==> config.mk <==
export PLATFORM = sky130hd
export DESIGN_NAME = dpll_freq_acq
export DESIGN_NICKNAME = d
export VERILOG_FILES = /design/src/rtl/dpll_freq_acq.sv
export SDC_FILE = /design/constraint.sdc
export NUM_CORES = 1
export LEC_CHECK = 0
export BUFFER_PORTS_ARGS = -buffer_cell sky130_fd_sc_hd__buf_2
export CORE_ASPECT_RATIO = 1.75
export CORE_UTILIZATION = 54
export CTS_CLUSTER_SIZE = 14
export DETAILED_ROUTE_END_ITERATION = 10
export PLACE_DENSITY = 0.73
export SYNTH_ARGS = -nofsm -noshare
export SYNTH_HDL_FRONTEND = slang
export SYNTH_SLANG_ARGS = --single-unit
==> constraint.sdc <==
create_clock -name clk -period 3 [get_ports clk]
set_clock_uncertainty 0.1 [all_clocks]
set_input_delay 0.3 -clock clk [delete_from_list [all_inputs] [get_ports clk]]
set_output_delay 0.3 -clock clk [all_outputs]
set_load 0.05 [all_outputs]
==> src/rtl/dpll_freq_acq.sv <==
// Coarse frequency acquisition for the DPLL: a SAR search of the DCO control word
// driven by the summed TDC phase error, followed by phase-lock detection while tracking.
module dpll_freq_acq #(
  parameter int unsigned WIDTH      = 13,
  parameter int unsigned WIN        = 16,
  parameter int unsigned SETTLE_CYC = 4,
  parameter int unsigned LOCK_TH    = 1,
  parameter int unsigned LOCK_CNT   = 64,
  parameter int unsigned UNLOCK_CNT = 4
) (
  input  logic             clk,
  input  logic             resetb,
  input  logic             start,
  input  logic [3:0]       terr,
  output logic [WIDTH-1:0] dctrl,
  output logic             lf_reset,
  output logic             acq_busy,
  output logic             acq_done,
  output logic             locked
);

  localparam int unsigned ACC_W   = 4 + $clog2(WIN);
  localparam int unsigned CNT_MAX = (WIN > SETTLE_CYC) ? WIN : SETTLE_CYC;
  localparam int unsigned CNT_W   = $clog2(CNT_MAX);
  localparam int unsigned BIT_W   = $clog2(WIDTH);
  localparam int unsigned LCK_W   = $clog2(LOCK_CNT + 1);
  localparam int unsigned BAD_W   = $clog2(UNLOCK_CNT + 1);

  localparam logic [WIDTH-1:0] MID_WORD = {1'b1, {(WIDTH-1){1'b0}}};

  localparam logic [2:0] IDLE   = 3'd0;
  localparam logic [2:0] SETTLE = 3'd1;
  localparam logic [2:0] ACCUM  = 3'd2;
  localparam logic [2:0] DECIDE = 3'd3;
  localparam logic [2:0] TRACK  = 3'd4;

  logic [2:0]       state, state_n;
  logic             start_q;
  logic [WIDTH-1:0] dctrl_n;
  logic [ACC_W-1:0] acc, acc_n;
  logic [CNT_W-1:0] cnt, cnt_n;
  logic [BIT_W-1:0] bit_idx, bit_n;
  logic [LCK_W-1:0] lock_cnt, lock_n, lock_inc;
  logic [BAD_W-1:0] bad_cnt, bad_n;
  logic             locked_n;
  logic [ACC_W-1:0] terr_ext;
  logic [4:0]       terr_mag;
  logic             good;

  // Sign-extended error for the accumulator and its magnitude for the lock window
  assign terr_ext = {{(ACC_W-4){terr[3]}}, terr};
  assign terr_mag = terr[3] ? (5'd16 - {1'b0, terr}) : {1'b0, terr};
  assign good     = (terr_mag <= 5'(LOCK_TH));
  assign lock_inc = (lock_cnt == LCK_W'(LOCK_CNT)) ? lock_cnt : lock_cnt + 1'b1;

  always_comb begin
    state_n  = state;
    dctrl_n  = dctrl;
    acc_n    = acc;
    cnt_n    = cnt;
    bit_n    = bit_idx;
    lock_n   = lock_cnt;
    bad_n    = bad_cnt;
    locked_n = locked;
    if (start_q && (state == IDLE || state == TRACK)) begin
      state_n  = SETTLE;
      bit_n    = BIT_W'(WIDTH - 1);
      dctrl_n  = MID_WORD;
      cnt_n    = '0;
      lock_n   = '0;
      bad_n    = '0;
      locked_n = 1'b0;
    end else begin
      case (state)
        SETTLE: begin
          if (cnt == CNT_W'(SETTLE_CYC - 1)) begin
            state_n = ACCUM;
            cnt_n   = '0;
            acc_n   = '0;
          end else begin
            cnt_n = cnt + 1'b1;
          end
        end
        ACCUM: begin
          acc_n = acc + terr_ext;
          if (cnt == CNT_W'(WIN - 1)) begin
            state_n = DECIDE;
            cnt_n   = '0;
          end else begin
            cnt_n = cnt + 1'b1;
          end
        end
        DECIDE: begin
          // Negative sum means the DCO is too fast: drop the trial bit
          if (acc[ACC_W-1]) dctrl_n[bit_idx] = 1'b0;
          if (bit_idx != '0) begin
            bit_n                    = bit_idx - 1'b1;
            dctrl_n[bit_idx - 1'b1]  = 1'b1;
            state_n                  = SETTLE;
          end else begin
            state_n = TRACK;
          end
        end
        TRACK: begin
          if (!locked) begin
            if (good) begin
              lock_n = lock_inc;
              if (lock_inc == LCK_W'(LOCK_CNT)) locked_n = 1'b1;
            end else begin
              lock_n = '0;
            end
          end else if (good) begin
            lock_n = lock_inc;
            bad_n  = '0;
          end else if (bad_cnt == BAD_W'(UNLOCK_CNT - 1)) begin
            locked_n = 1'b0;
            lock_n   = '0;
            bad_n    = '0;
          end else begin
            bad_n = bad_cnt + 1'b1;
          end
        end
        IDLE:    state_n = IDLE;
        default: state_n = IDLE;
      endcase
    end
  end

  always_ff @(posedge clk or negedge resetb) begin
    if (!resetb) begin
      state    <= IDLE;
      start_q  <= 1'b0;
      dctrl    <= MID_WORD;
      acc      <= '0;
      cnt      <= '0;
      bit_idx  <= '0;
      lock_cnt <= '0;
      bad_cnt  <= '0;
      locked   <= 1'b0;
      lf_reset <= 1'b1;
      acq_busy <= 1'b0;
      acq_done <= 1'b0;
    end else begin
      state    <= state_n;
      start_q  <= start;
      dctrl    <= dctrl_n;
      acc      <= acc_n;
      cnt      <= cnt_n;
      bit_idx  <= bit_n;
      lock_cnt <= lock_n;
      bad_cnt  <= bad_n;
      locked   <= locked_n;
      lf_reset <= (state_n != TRACK);
      acq_busy <= (state_n == SETTLE) || (state_n == ACCUM) || (state_n == DECIDE);
      acq_done <= (state_n == TRACK);
    end
  end

endmodule

==> impl_metrics.ini <==
[final_layout]
area_growth_syn_to_layout_pct = 9.368
post-route-util = 0.6169
antenna_cells = 0
nets = 342
drive_above_1_share = 0.1567

[global_routing]
grt.overflow.total = 0
grt_pass1_vias = 2236
antenna_found_initial = 0
grt_first_pass_wirelength_um = 10130
grt_start_max_net_pins = 48
track_usage = 0.2313

[floorplanning]
fp.dieH_um = 97.79
fp.dieW_um = 56.74
start_util = 0.5641
core_area_um2 = 5020
io_pins = 24
fp.dieArea_um2 = 5549
fp-row-count = 34

[power_and_ir_drop]
power.density_nw_per_um2 = 861.6
power_leakage_nw = 1.405
ir_worst_vdd_mv = 0.5117

[yosys]
synth_edf_count = 0
syn_nets = 324
ys_types = 59
ys.flop_type = dfrtp_1
yosysSeqAreaShare = 0.4163
synth_area_leaders = dfrtp_1 (40%), ha_1 (7.1%), o21ai_0 (4.1%)
async_flop_share = 1.000
synth_area_um2 = 2831
synth_top_area_share = 0.3977
ys_warn_count = 0
synth_area_leader_cell = dfrtp_1
ys_ff_latch = 47
syn_avg_cell_area_um2 = 9.438
synth_cells = 300
ys_top_cells_by_count = dfrtp_1 (45), nand2_1 (30), o21ai_0 (23), ha_1 (16)
synth_most_common_cell = dfrtp_1

[worst_setup_path]
r2r-start = state[0]$_DFF_PN0_
end_kind = flop
startpoint = state[0]$_DFF_PN0_
critPathMaxFanout = 29
worst_r2r_path_depth = 4
worst-r2r-setup-slack_ps = 630
critPathLaunchType = flop
arrival_ps = 2510
path_class = reg -> reg
rr_endpoint = locked$_DFFE_PN0P_
critPathRequiredTime_ps = 3140

[placement]
numPortBuffers = 23
dp_slack_ps = 636.0
hpwl_um = 4447
place_congestion = 0.8481

[route]
wirelength_um = 6012
num_vias = 2295
drc = 2
wire_per_inst_um = 16.12
dr.pass1.iters = 8
drt_iter0_markers = 110
via_per_inst = 6.153
ant_nets = 0

[sta]
hold_violations = 0
tns_ps = 0
rsz0062_at_grt = false
max_clock_freq_mhz = 422.6
fin_ws_ps = 633.6
setup_viol = 0
period_minus_slack_ps = 2366
period_share = 0.7888
worst_slew_pin_slew_ps = 1014
max_slew_margin = 0.3243
slew_viol_final = 0

[job]
max_cap_viol_count = 0

[outcome]
violations = design-rule violations
status = finished with violations

[clock_tree]
cts_sinks = 47
clk_pin_slew_ps = 90
numCtsBuffers = 5
cts.root.buffer_cell = clkbuf_8
worstSkewPairLatency_ps = 310
cts_tree = built
cts_buffer_depth = 2
cts.htree.levels = 2

[worst_hold_path]
hold_class = in -> async
[final cells by class]
| type | count | area (um2) |
|---|---|---|
| Inverter | 14 | 52.55 |
| Timing Repair Buffer | 25 | 132.6 |
| Tap cell | 54 | 67.56 |
| Clock buffer | 5 | 68.82 |
| Fill cell | 461 | 1923 |
| Multi-Input combinational cell | 225 | 1529 |
| Clock inverter | 3 | 67.56 |
| Sequential cell | 47 | 1179 |
[how the worst max path moves through the flow]
| stage | to | slack [ps] | depth (start not counted) |
|---|---|---|---|
| final | locked$_DFFE_PN0P_ | 630 | 4 |
| after global routing | locked$_DFFE_PN0P_ | 490 | 4 |
| after CTS | locked$_DFFE_PN0P_ | 660 | 4 |
| after detailed placement | locked$_DFFE_PN0P_ | 640 | 8 |
| after global placement | locked$_DFFE_PN0P_ | 720 | 8 |
| after floorplan | acc[6]$_DFFE_PN0P_ | 980 | 7 |
[worst max-delay path, stage by stage (launching register included)]
cell and delay (ps):
dfrtp_1 540, or3b_2 570, nand3_1 360, or4_1 600, o21ai_1 140
[report_power, final]
part | internal [mW] | leakage, nW | switching (mW)
clock | 0.332 | 0.0644 | 0.219
combinational | 0.449 | 0.729 | 0.711
sequential | 0.785 | 0.612 | 0.172
total | 1.57 | 1.40 | 1.10
[placed cells by master, fill, tap and decap left out, drive strengths merged, types with 4 or more instances in the layout]
master  instances
or4             4
nor2           11
a21o            5
and2            4
nand2          30
inv            14
nand3          11
clkbuf          5
a21oi          16
or3             6
a22o            6
xnor2           5
nor3            6
o211ai         15
dfrtp          45
buf            24
nand2b         13
ha             16
nand4           5
o21ai          24
[kinds of logic after synthesis]
group                    share of synthesized area
multiplexers                               0.01547
AND/OR/NAND/NOR                             0.2064
adder cells (fa/ha/maj)                    0.07777
buffers and inverters                      0.04374
XOR/XNOR                                   0.02475
AO/OA/AOI/OAI                               0.2156
flip-flops                                  0.4163
[layer usage]
layer	vias to the layer above	GRT usage	wire (um)
met5	-	0	0
met4	0	0.1144	192
met3	14	0.02649	144
met2	42	0.4249	3208
met1	1101	0.2569	2467
li1	1138	-	-
[registers in the layout, summed over array words and instances, names as in the netlist]
name / count
acc: 8
acq_busy: 1
acq_done: 1
bad_cnt: 3
bit_idx: 4
cnt: 4
dctrl: 13
lf_reset: 1
lock_cnt: 7
locked: 1
start_q: 1
state: 3
[per-stage QoR]
stage	area, um2	power (mW)	hold slack, ps	std cells
after floorplan	2831	1.891	-95.59	300
after global placement	2950	2.095	310.0	364
after detailed placement	2950	2.123	309.7	364
after CTS	3097	2.681	108.3	373
after global routing	3097	2.860	171.3	373
final	3097	2.668	60.17	373
[timing repair]
item / 4_1_cts / 5_1_grt
hold buffers: 1 / 0
endpoints found under the hold margin: 1 / 0
setup buffers: 0 / 0
resized for setup: 0 / 0
Power figures use the tool's default switching activity.
